### config.mk
export PLATFORM = sky130hd
export DESIGN_NAME = memory_seek_ctrl_flat
export DESIGN_NICKNAME = d
export VERILOG_FILES = /design/src/rtl/memory_seek_ctrl_if.sv /design/src/rtl/memory_seek_ctrl.sv /design/src/flat_wrapper.sv
export SDC_FILE = /design/constraint.sdc
export NUM_CORES = 1
export LEC_CHECK = 0
export ABC_AREA = 1
export CORE_ASPECT_RATIO = 1.4
export CORE_MARGIN = 10
export CORE_UTILIZATION = 48
export CTS_CLUSTER_DIAMETER = 30
export DETAILED_ROUTE_END_ITERATION = 10
export PLACE_DENSITY = 0.82
export SKIP_CTS_REPAIR_TIMING = 1
export SYNTH_ARGS = -nofsm -noshare
export SYNTH_HDL_FRONTEND = slang
export SYNTH_SLANG_ARGS = --single-unit
### constraint.sdc
create_clock -name clk -period 3.4 [get_ports clk]
set_clock_uncertainty 0.05 [all_clocks]
set_input_delay 0.51 -clock clk [delete_from_list [all_inputs] [get_ports clk]]
set_output_delay 0.51 -clock clk [all_outputs]
set_load 0.1 [all_outputs]
### src/rtl/memory_seek_ctrl_if.sv
// memory_seek_ctrl_if
//   Request/response bus of the seek sequencer.
//   Request side : req_valid/req_ready handshake carrying the target address req_addr.
//   Response side: rsp_valid/rsp_ready handshake carrying rsp_addr, rsp_data and rsp_err.
//   master modport: the client that issues requests and takes responses.
//   slave modport : the sequencer itself.
interface memory_seek_ctrl_if #(
    parameter int N = 2,
    parameter int M = 8
);
    logic         req_valid;
    logic         req_ready;
    logic [N-1:0] req_addr;
    logic         rsp_valid;
    logic         rsp_ready;
    logic [N-1:0] rsp_addr;
    logic [M-1:0] rsp_data;
    logic         rsp_err;

    modport master (
        output req_valid, req_addr, rsp_ready,
        input  req_ready, rsp_valid, rsp_addr, rsp_data, rsp_err
    );

    modport slave (
        input  req_valid, req_addr, rsp_ready,
        output req_ready, rsp_valid, rsp_addr, rsp_data, rsp_err
    );
endinterface

### src/rtl/memory_seek_ctrl.sv
// memory_seek_ctrl
//   Drives an up/down-keyed address-counter memory to a requested address along the
//   shortest wrap-around path, then returns the word found there. If the memory does not
//   arrive within MAX_STEPS key pulses, the current address/word are returned with rsp_err.
// Ports
//   clk            : clock, all logic on the rising edge
//   reset          : asynchronous, active-high
//   bus            : request/response handshake bus (slave side)
//   count_up_key   : one-cycle pulse, memory increments its address on the closing edge
//   count_down_key : one-cycle pulse, memory decrements its address on the closing edge
//   mem_address    : memory's current address register
//   mem_data       : memory's word at mem_address (combinational)
//   busy           : sequencer is not idle
module memory_seek_ctrl #(
    parameter int N         = 2,
    parameter int M         = 8,
    parameter int MAX_STEPS = 2 ** N
) (
    input  logic                clk,
    input  logic                reset,
    memory_seek_ctrl_if.slave   bus,
    output logic                count_up_key,
    output logic                count_down_key,
    input  logic [N-1:0]        mem_address,
    input  logic [M-1:0]        mem_data,
    output logic                busy
);
    // Counter must hold MAX_STEPS itself so the budget test never sees a wrapped value.
    localparam int SW = $clog2(MAX_STEPS + 1);
    localparam logic [SW-1:0] STEP_LIMIT = SW'(MAX_STEPS);
    // Half the ring: a forward distance equal to this still goes up (tie breaks upward).
    localparam logic [N-1:0] HALF = N'(2 ** (N - 1));

    typedef enum logic [1:0] {IDLE, SEEK, STEP, RESP} state_t;

    state_t        state_q, state_d;
    logic [N-1:0]  target_q, target_d;
    logic [SW-1:0] steps_q, steps_d;
    logic          up_q, up_d;
    logic          dn_q, dn_d;
    logic          rsp_valid_q, rsp_valid_d;
    logic          rsp_err_q, rsp_err_d;
    logic [N-1:0]  rsp_addr_q, rsp_addr_d;
    logic [M-1:0]  rsp_data_q, rsp_data_d;
    logic [N-1:0]  fwd_dist;

    // Forward distance from the memory's address to the target, modulo 2**N.
    assign fwd_dist = target_q - mem_address;

    always_ff @(posedge clk or posedge reset) begin
        if (reset) begin
            state_q     <= IDLE;
            target_q    <= '0;
            steps_q     <= '0;
            up_q        <= 1'b0;
            dn_q        <= 1'b0;
            rsp_valid_q <= 1'b0;
            rsp_err_q   <= 1'b0;
            rsp_addr_q  <= '0;
            rsp_data_q  <= '0;
        end else begin
            state_q     <= state_d;
            target_q    <= target_d;
            steps_q     <= steps_d;
            up_q        <= up_d;
            dn_q        <= dn_d;
            rsp_valid_q <= rsp_valid_d;
            rsp_err_q   <= rsp_err_d;
            rsp_addr_q  <= rsp_addr_d;
            rsp_data_q  <= rsp_data_d;
        end
    end

    always_comb begin
        state_d     = state_q;
        target_d    = target_q;
        steps_d     = steps_q;
        // Keys are pulses: low unless SEEK explicitly arms one for the coming STEP cycle.
        up_d        = 1'b0;
        dn_d        = 1'b0;
        rsp_valid_d = rsp_valid_q;
        rsp_err_d   = rsp_err_q;
        rsp_addr_d  = rsp_addr_q;
        rsp_data_d  = rsp_data_q;

        unique case (state_q)
            IDLE: begin
                if (bus.req_valid) begin
                    target_d = bus.req_addr;
                    steps_d  = '0;
                    state_d  = SEEK;
                end
            end
            SEEK: begin
                if (mem_address == target_q || steps_q == STEP_LIMIT) begin
                    rsp_addr_d  = mem_address;
                    rsp_data_d  = mem_data;
                    rsp_err_d   = (mem_address != target_q);
                    rsp_valid_d = 1'b1;
                    state_d     = RESP;
                end else begin
                    if (fwd_dist <= HALF) begin
                        up_d = 1'b1;
                    end else begin
                        dn_d = 1'b1;
                    end
                    steps_d = steps_q + SW'(1);
                    state_d = STEP;
                end
            end
            STEP: begin
                // The memory moves on the edge closing this cycle; re-evaluate afterwards.
                state_d = SEEK;
            end
            RESP: begin
                if (bus.rsp_ready) begin
                    rsp_valid_d = 1'b0;
                    state_d     = IDLE;
                end
            end
            default: state_d = IDLE;
        endcase
    end

    assign bus.req_ready   = (state_q == IDLE);
    assign busy            = (state_q != IDLE);
    assign bus.rsp_valid   = rsp_valid_q;
    assign bus.rsp_err     = rsp_err_q;
    assign bus.rsp_addr    = rsp_addr_q;
    assign bus.rsp_data    = rsp_data_q;
    assign count_up_key    = up_q;
    assign count_down_key  = dn_q;
endmodule
### src/flat_wrapper.sv
// flat-port wrapper written by rule: the top's interface ports become plain ports
module memory_seek_ctrl_flat 
#(
    parameter int N         = 2,
    parameter int M         = 8,
    parameter int MAX_STEPS = 2 ** N
)
  (clk, reset, count_up_key, count_down_key, mem_address, mem_data, busy, bus_req_valid, bus_req_addr, bus_rsp_ready, bus_req_ready, bus_rsp_valid, bus_rsp_addr, bus_rsp_data, bus_rsp_err);
  memory_seek_ctrl_if #(.N(N), .M(M)) bus_i ();
  input  logic clk;
  input  logic reset;
  output logic count_up_key;
  output logic count_down_key;
  input  logic [N-1:0] mem_address;
  input  logic [M-1:0] mem_data;
  output logic busy;
  input wire logic [$bits(bus_i.req_valid)-1:0] bus_req_valid;
  input wire logic [$bits(bus_i.req_addr)-1:0] bus_req_addr;
  input wire logic [$bits(bus_i.rsp_ready)-1:0] bus_rsp_ready;
  output wire logic [$bits(bus_i.req_ready)-1:0] bus_req_ready;
  output wire logic [$bits(bus_i.rsp_valid)-1:0] bus_rsp_valid;
  output wire logic [$bits(bus_i.rsp_addr)-1:0] bus_rsp_addr;
  output wire logic [$bits(bus_i.rsp_data)-1:0] bus_rsp_data;
  output wire logic [$bits(bus_i.rsp_err)-1:0] bus_rsp_err;
  assign bus_i.req_valid = bus_req_valid;
  assign bus_i.req_addr = bus_req_addr;
  assign bus_i.rsp_ready = bus_rsp_ready;
  assign bus_req_ready = bus_i.req_ready;
  assign bus_rsp_valid = bus_i.rsp_valid;
  assign bus_rsp_addr = bus_i.rsp_addr;
  assign bus_rsp_data = bus_i.rsp_data;
  assign bus_rsp_err = bus_i.rsp_err;
  memory_seek_ctrl #(.N(N), .M(M), .MAX_STEPS(MAX_STEPS)) u_core (.clk(clk), .reset(reset), .bus(bus_i), .count_up_key(count_up_key), .count_down_key(count_down_key), .mem_address(mem_address), .mem_data(mem_data), .busy(busy));
endmodule
==> results by group, run 1 <==
Die
  • Die X: 58.8 um
  • Die H: 74.3 um
  • Die Area: 4360 sq um
  • Top Ports: 32
  • Core area: 2000 sq um
  • Initial Util: 50.6%
  • # rows: 19

Critical path
  • CP bufs+invs: 1
  • Required @ worst endpoint: 2840 ps
  • Crit Path Category: reg2out
  • Critical path cell sequence: clkdlybuf4s50_1
  • Crit path arrival time: 1810 ps
  • Worst-path maximum fanout: 2
  • Startpoint types: flop
  • Cell with the largest stage delay on the worst path: clkdlybuf4s50_1
  • Crit path max-delay family: buffers and inverters
  • Crit path capture type: output pin
  • Delay of the slowest critical-path stage: approximately 1100 ps

STA
  • Fin Hold WS: 434 ps
  • Setup TNS: 0 ps
  • Fin. Hold Viols: 0
  • Fmax: between 400 and 500 MHz
  • Max Slew Vio Count: 0
  • Final setup fails: 0
  • Final Cycle Share: between 60% and 70%
  • Min cycle time layout: 2370 ps
  • Worst-Margin Slew: roughly 1000 ps
  • Slew headroom: 34.1%
  • RSZ-0062 raised after global routing: no

Final layout
  • Area growth syn-to-layout: 32.5%
  • Nets: 165
  • Layout cell share with drive strength beyond 1: 11.7%
  • Total inserted antenna cells: 0
  • Finished Layout Cells: between 150 and 200
  • Finished Cell Area: 1340 sq um

Synthesis
  • Prevailing post-synth register cell: dfrtp_1
  • Post-Synthesis Cells: 113
  • Largest family of logic cells by synthesized area: simple AND/OR/NAND/NOR gates
  • Most instantiated cells after synthesis: 34 x nand2_1, 21 x dfrtp_1, 16 x nand3_1
  • Post-synthesis net count: 132
  • EDFF count, synth: 0
  • Seq cells post-synth: 21
  • Post-Synth Simple-Gate Area: roughly a third
  • Dominant cells by area after synthesis: dfrtp_1 52%, nand2_1 13%, nand3_1 7.9%
  • Post-synthesis xor/xnor area fraction: 0.867%
  • Post-Synthesis Cell Area: a little over 1000 sq um
  • Post-synthesis async set-or-reset flop share: 100%
  • Mux share of post-synthesis cell area: 0%
  • Adder-Cell Fraction of Synth Area: 3.72%
  • Ys Warns: 0
  • Average cell area after synthesis: between 8 and 9 sq um
  • Synth top area share: 52.0%
  • Cell with the most instances after synthesis: nand2_1
  • Synth Area in Compound Gates: 1.98%
  • Sequential-to-total area share from yosys stat: 52.0%
  • Netlist cell types: 18
  • Largest area contributor in the netlist: dfrtp_1

Job
  • Max-cap viol count: 0

Routing
  • WL per Instance: 13.7 um
  • Vias: 830
  • Initial DRC count: 18
  • Vias per std cell: 5.00
  • Drt drc: 0
  • Post-Route WL: 2270 um
  • Antenna viol nets, final: 0
  • Drt pass-1 iters: 6

CTS
  • Inserted Clock Buffers: 3
  • Skew-Pair Late Insertion Delay: roughly 300 ps
  • Clock tree buffer depth: 2
  • Htree depth: 1
  • Worst-path clk slew: 110 ps
  • TritonCTS clock tree: yes
  • Root buf cell: clkbuf_4
  • Clock tree sinks: 21

Global routing
  • Global route overflow: 0
  • Largest net degree at the start of global routing: 22
  • Initial antenna violation count: 0
  • First-pass GRT wire length: 3510 um
  • Vias in the first global route: about 810
  • All-Layer GR Usage: 9.94%

Placement
  • Placed Instance Area: 1310 sq um
  • Final HPWL DP: roughly 1800 um
  • Routability cong.: 0.727
  • Placed Cells: 162
  • PortBufs: 31

Outcome
  • Outcome: finished clean

Min path
  • Hold crit path type: reg2reg
[worst reg2reg max path, cell delays in order (launching register included)]
cell,delay [ps]
dfrtp_1,340
inv_1,50
ha_1,330
nand3_4,120
nand2_4,140
nand2_4,120
nand2_1,80
o21ai_0,70
[per-layer routing]
metal | global-route usage (%) | share of wire, %
met1 | 10.3 | 41
met2 | 17.9 | 50
met3 | 3.24 | 7.7
met4 | 3.84 | 1.0
met5 | 0 | 0
[cell type report]
cell class | instances | area, sq um
flip-flops and latches | 21 | 526
clock buffers | 4 | 26.3
multi-input cells | 77 | 409
inverters | 12 | 45.0
repair buffers | 31 | 305
fillers | 171 | 659
well taps | 21 | 26.3
[cells in the final DEF (no fill, tap or decap), types with 3 or more instances in the layout]
master	instances
nand2_2	4
clkdlybuf4s50_1	29
ha_1	3
inv_1	10
dfrtp_1	21
clkbuf_4	3
nor2_1	8
nand3_1	16
nand2_1	34
[state kept, by name, summed over array words and instances (netlist names)]
name and cells:
u_core.bus.rsp_addr 2, u_core.bus.rsp_data 8, u_core.bus.rsp_err 1, u_core.bus.rsp_valid 1, u_core.count_down_key 1, u_core.count_up_key 1
u_core.state_q 2, u_core.steps_q 3, u_core.target_q 2
[path summary, 6_finish.rpt]
check,cells after the start,slack [ps],startpoint,end
max,1,1030,u_core.bus.rsp_data[0]$_DFFE_PP0P_,bus_rsp_data[0]
min,2,430,u_core.bus.rsp_data[5]$_DFFE_PP0P_,u_core.bus.rsp_data[5]$_DFFE_PP0P_
max reg2reg,7,1990,u_core.target_q[0]$_DFFE_PP0P_,u_core.bus.rsp_addr[1]$_DFFE_PP0P_
min reg2reg,2,430,u_core.bus.rsp_data[5]$_DFFE_PP0P_,u_core.bus.rsp_data[5]$_DFFE_PP0P_
max in group asynchronous,2,2230,reset,u_core.steps_q[0]$_DFFE_PP0P_
min in group asynchronous,2,590,reset,u_core.bus.rsp_data[2]$_DFFE_PP0P_
[per-stage QoR]
stage	setup WS [ps]	utilization [%]
5_1_grt	983	67.0
3_5_place_dp	1360	65.7
4_1_cts	1020	67.0
2_1_floorplan	805	-
6_report	1030	67.0
3_3_place_gp	1360	65.7
[logic make-up (layout without fill, tap and decap cells)]
logic type / count (synthesis) / after routing
simple gates: 69 / 69
flops: 21 / 21
buf+inv: 15 / 47
compound gates: 4 / 4
fa+ha+maj: 3 / 3
xor+xnor: 1 / 1
Power of run 1 is not shown: default switching activity piles up to over one toggle a cycle in this logic, so the estimate is an artifact.
==> run 2, diff against run 1 <==
- CORE_UTILIZATION: 48 -> 45
- PLACE_DENSITY: 0.82 -> 0.78
- clock period: 3.4 -> 2.2 ns (I/O delays scaled with it)
==> run 2 against run 1 <==
Non-clock buffer count increased by 1. Cell count increased by 1.2%. Register-to-register slack got worse by 1200 ps. Via count decreased by 0.12%. Final area decreased by 1.6%. Worst setup slack got worse by 450 ps. Critical path depth increased by 1. Sequential cell count unchanged. Wire length decreased by 1.2%. Hold slack got worse by 130 ps. Highest routed layer unchanged.
==> results by group, run 2 (synthesis gave the netlist of run 1 again) <==
Outcome
  • Outcome: finished clean (unchanged)

Final layout
  • Commonest non-fill, non-tap cell in the layout: nand2_1 (unchanged)
  • Area growth syn-to-layout: 30.4% (was 32.5%)
  • Total inserted antenna cells: 0 (unchanged)
  • Most frequent cells in the layout: 34 x nand2_1, 21 x dfrtp_1, 17 x buf_4 (was 34 x nand2_1, 29 x clkdlybuf4s50_1, 21 x dfrtp_1)
  • Fillers: 200 (was 171)
  • Max reg flops: 8 (unchanged)
  • Layout cell share with drive strength beyond 1: 21.9% (was 11.7%)
  • Finished Cell Area: 1320 sq um (was 1340 sq um)
  • Nets: 166 (was 165)

Global routing
  • Largest net degree at the start of global routing: 22 (unchanged)
  • First-pass GRT wire length: 3870 um (was 3510 um)
  • All-Layer GR Usage: 10.5% (was 9.94%)
  • Vias in the first global route: 851 (was 811)
  • Global route overflow: 0 (unchanged)
  • Initial antenna violation count: 0 (unchanged)

CTS
  • Inserted Clock Buffers: 3 (unchanged)
  • Skew-Pair Late Insertion Delay: 300 ps (about the same)
  • Htree depth: 1 (unchanged)
  • TritonCTS clock tree: yes (unchanged)
  • Clock tree buffer depth: 2 (unchanged)
  • Worst-path clk slew: 110 ps (about the same)
  • Root buf cell: clkbuf_4 (unchanged)
  • Clock tree sinks: 21 (unchanged)

Critical path
  • Reg-to-Reg End: u_core.bus.rsp_addr[1]$_DFFE_PP0P_ (unchanged)
  • Cell with the largest stage delay on the worst path: dfrtp_1 (was clkdlybuf4s50_1)
  • Crit path max-delay family: flip-flops (was buffers and inverters)
  • Required @ worst endpoint: 1820 ps (was 2840 ps)
  • R2R Setup Slk: 790 ps (was 1990 ps)
  • CP bufs+invs: 1 (unchanged)
  • Worst-path maximum fanout: 5 (was 2)
  • Reg2reg path depth: 7 (unchanged)
  • Delay of the slowest critical-path stage: 480 ps (was 1140 ps)
  • Crit path arrival time: 1240 ps (was 1810 ps)
  • Critical path cell sequence: nor2_4 -> buf_4 (was clkdlybuf4s50_1)
  • Startpoint types: flop (unchanged)
  • Crit path capture type: output pin (unchanged)
  • Crit Path Category: reg2out (unchanged)
  • Worst R2R Start: u_core.target_q[0]$_DFFE_PP0P_ (unchanged)

Placement
  • Placed Instance Area: 1290 sq um (was 1310 sq um)
  • PortBufs: 31 (unchanged)
  • Final HPWL DP: 1850 um (was 1790 um)
  • Routability cong.: 0.813 (was 0.727)

Routing
  • Post-Route WL: 2240 um (was 2270 um)
  • Vias: 829 (was 830)
  • Initial DRC count: 19 (was 18)
  • Antenna viol nets, final: 0 (unchanged)
  • WL per Instance: 13.3 um (was 13.7 um)
  • Drt pass-1 iters: 4 (was 6)
  • Drt drc: 0 (unchanged)
  • Vias per std cell: 4.93 (was 5.00)

Min path
  • Hold crit path type: in2async (was reg2reg)

Die
  • Initial Util: 46.9% (was 50.6%)
  • Die X: 60.0 um (was 58.8 um)
  • Top Ports: 32 (unchanged)
  • Die H: 76.1 um (was 74.3 um)
  • Die Area: 4570 sq um (was 4360 sq um)
  • Core area: 2150 sq um (was 2000 sq um)
  • # rows: 20 (was 19)

STA
  • Final Cycle Share: 73.5%
  • Slew headroom: 76.5% (was 34.1%)
  • Min cycle time layout: roughly 1600 ps
  • Final setup fails: 0 (unchanged)
  • Fin Hold WS: 301 ps (was 434 ps)
  • Fmax: 618 MHz
  • RSZ-0062 raised after global routing: no (unchanged)
  • Setup TNS: 0 ps (unchanged)
  • Worst-Margin Slew: 352 ps (was 985 ps)
  • Max Slew Vio Count: 0 (unchanged)
  • Fin. Hold Viols: 0 (unchanged)

Job
  • Max-cap viol count: 0 (unchanged)
==> run 2: how the worst max path moves through the flow <==
stage | cells past startpoint | startpoint | slack (ps) | end
after global routing | 2 | u_core.state_q[1]$_DFFE_PP0P_ | 520 | bus_req_ready
after CTS | 2 | u_core.state_q[1]$_DFFE_PP0P_ | 580 | bus_req_ready
after global placement | 7 | mem_address[0] | 400 | u_core.bus.rsp_addr[1]$_DFFE_PP0P_
after floorplan | 2 | u_core.state_q[1]$_DFFE_PP0P_ | 240 | busy
final | 2 | u_core.state_q[1]$_DFFE_PP0P_ | 580 | bus_req_ready
after detailed placement | 7 | mem_address[0] | 380 | u_core.bus.rsp_addr[1]$_DFFE_PP0P_
==> run 2: cell type report <==
class	instances	area [sq um]	area share, %
timing repair buffer	32	278	21.1
tap	22	27.5	2.09
multi-input combinational	77	414	31.5
clock buffer	4	26.3	2.00
sequential	21	526	39.9
inverter	12	45.0	3.42
==> run 2: worst register-to-register path: stages, from the launching register on <==
cell     delay [ps]
dfrtp_1         340
inv_1            50
ha_1            330
nand3_4         120
nand2_4         140
nand2_4         130
nand2_1          80
o21ai_0          70
==> run 2: metrics by stage <==
step / utilization, % / worst slack [ps] / instances
2_1_floorplan: - / 244 / 113
3_3_place_gp: 59.9 / 402 / 164
3_5_place_dp: 59.9 / 377 / 164
4_1_cts: 61.2 / 577 / 168
5_1_grt: 61.2 / 517 / 168
6_report: 61.2 / 582 / 168
==> run 2: routing by layer <==
| metal | GRT usage (%) | share of wire (%) | vias up |
|---|---|---|---|
| li1 | - | - | 419 |
| met1 | 10.9 | 38 | 384 |
| met2 | 17.1 | 52 | 22 |
| met3 | 3.17 | 6.8 | 4 |
| met4 | 6.76 | 2.5 | 0 |
| met5 | 0 | 0 | - |
Power of run 2 is left out for the same reason.
==> run 3, diff against run 2 <==
- CORE_UTILIZATION: 45 -> 40
- PLACE_DENSITY: 0.78 -> 0.73
- clock period: 2.2 -> 1.44 ns (I/O delays scaled with it)
==> run 3 against run 2 <==
Largest cell class is now non-clock buffers. First-iteration DRC count decreased by 26%. Cell count increased by 13%. Sequential share of layout area decreased by 7.8 points. Register-to-register slack got worse by 730 ps. Non-clock buffer count increased by 10.
==> results by group, run 3 (synthesis gave the netlist of run 1 again) <==
Critical path
  • Worst R2R Start: u_core.steps_q[0]$_DFFE_PP0P_ (was u_core.target_q[0]$_DFFE_PP0P_)
  • Startpoint types: flop (unchanged)
  • R2R Setup Slk: 60 ps (was 790 ps)
  • Crit path arrival time: 1130 ps (was 1240 ps)
  • Reg-to-Reg End: u_core.bus.rsp_data[0]$_DFFE_PP0P_ (was u_core.bus.rsp_addr[1]$_DFFE_PP0P_)
  • Crit path capture type: output pin (unchanged)
  • Crit Path Category: reg2out (unchanged)
  • Required @ worst endpoint: 1170 ps (was 1820 ps)
  • Worst-path maximum fanout: 3 (was 5)
  • Reg2reg path depth: 7 (unchanged)

Placement
  • Final HPWL DP: 1810 um (was 1850 um)
  • Routability cong.: 0.740 (was 0.813)
  • PortBufs: 31 (unchanged)
  • Placed Instance Area: 1550 sq um (was 1290 sq um)

Final layout
  • Finished Cell Area: 1650 sq um (was 1320 sq um)
  • Commonest non-fill, non-tap cell in the layout: nand2_1 (unchanged)
  • Fillers: 200 (unchanged)
  • Final Core Density: 68.1% (was 61.2%)
  • Layout cell share with drive strength beyond 1: 30.1% (was 21.9%)
  • Nets: 176 (was 166)
  • Most frequent cells in the layout: 33 x nand2_1, 19 x dfrtp_1, 17 x buf_12 (was 34 x nand2_1, 21 x dfrtp_1, 17 x buf_4)
  • Total inserted antenna cells: 0 (unchanged)
  • Area growth syn-to-layout: 62.9% (was 30.4%)
  • Max reg flops: 8 (unchanged)

Routing
  • Initial DRC count: 14 (was 19)
  • Drt pass-1 iters: 4 (unchanged)
  • Post-Route WL: 2400 um (was 2240 um)
  • Drt drc: 0 (unchanged)
  • WL per Instance: 12.7 um (was 13.3 um)
  • Vias per std cell: 4.61 (was 4.93)
  • Antenna viol nets, final: 0 (unchanged)
  • Vias: 875 (was 829)

STA
  • Final setup fails: 0 (unchanged)
  • Max Slew Vio Count: 0 (unchanged)
  • Fmax: just over 700 MHz
  • Worst-Margin Slew: 301 ps (was 352 ps)
  • Fin Hold WS: 187 ps (was 301 ps)
  • Min cycle time layout: 1400 ps
  • Slew headroom: 79.9% (was 76.5%)
  • Final Cycle Share: between 90% and 100%
  • Fin. Hold Viols: 0 (unchanged)

Die
  • Die Area: 4960 sq um (was 4570 sq um)
  • Die X: 62.5 um (was 60.0 um)
  • # rows: 21 (was 20)
  • Die H: 79.4 um (was 76.1 um)
  • Core area: 2420 sq um (was 2150 sq um)
  • Top Ports: 32 (unchanged)
  • Initial Util: 41.8% (was 46.9%)

Min path
  • Hold crit path type: in2async (unchanged)

Global routing
  • All-Layer GR Usage: 8.92% (was 10.5%)
  • Initial antenna violation count: 0 (unchanged)
  • Global route overflow: 0 (unchanged)
  • Largest net degree at the start of global routing: 22 (unchanged)
  • First-pass GRT wire length: 3820 um (was 3870 um)
  • Vias in the first global route: 911 (was 851)

CTS
  • Clock tree sinks: 21 (unchanged)
  • Clock tree buffer depth: 2 (unchanged)
  • TritonCTS clock tree: yes (unchanged)
  • Root buf cell: clkbuf_4 (unchanged)
  • Skew-Pair Late Insertion Delay: 290 ps (was 300 ps)
  • Worst-path clk slew: 110 ps (about the same)
  • Htree depth: 1 (unchanged)
  • Inserted Clock Buffers: 3 (unchanged)

Job
  • Max-cap viol count: 0 (unchanged)

Outcome
  • Outcome: finished clean (unchanged)
==> run 3: cell types whose count changed in the layout (fill, tap and decap cells not counted), sizes merged <==
cell	change
buf	+10
==> run 3: worst max-delay path by stage <==
stage                             startpoint                                 end  slack (ps)  cells past startpoint
6_report       u_core.state_q[0]$_DFFE_PP0P_                                busy          40                      3
5_1_grt        u_core.steps_q[0]$_DFFE_PP0P_  u_core.bus.rsp_data[0]$_DFFE_PP0P_         -10                      7
4_1_cts        u_core.state_q[1]$_DFFE_PP0P_                                busy         -70                      3
3_5_place_dp                  mem_address[0]  u_core.bus.rsp_addr[1]$_DFFE_PP0P_        -280                      7
3_3_place_gp                  mem_address[0]  u_core.bus.rsp_addr[1]$_DFFE_PP0P_        -200                      7
2_1_floorplan  u_core.state_q[1]$_DFFE_PP0P_                                busy        -400                      2
==> run 3: layout make-up <==
class | count | area [sq um] | area share, %
Clock buffer | 4 | 26.3 | 1.60
Inverter | 12 | 45.0 | 2.74
Multi-Input combinational cell | 77 | 438 | 26.6
Sequential cell | 21 | 528 | 32.1
Tap cell | 34 | 42.5 | 2.59
Timing Repair Buffer | 42 | 566 | 34.4
==> run 3: worst max-delay path, stage by stage, from the launching register on <==
cell     delay [ps]
dfrtp_2         450
nor2_4          160
inv_2            60
buf_12          160
==> run 3: metal layers <==
metal  wire length [um]  share of wire (%)  vias to the layer above  GRT usage [%]
li1                   -                  -                      438              -
met1                959                 40                      411           9.29
met2               1290                 54                       24           16.7
met3                142                5.9                        2           3.23
met4                  8               0.33                        0           2.02
met5                  0                  0                        -              0
==> run 3: metrics by stage <==
step	setup TNS, ps	worst slack, ps	cells
after floorplan	-862	-402	113
after global placement	-2620	-198	180
after detailed placement	-3510	-282	180
after CTS	-69.0	-69.0	184
after global routing	-45.1	-13.7	190
final	0	42.7	190
Power of run 3 is left out for the same reason.
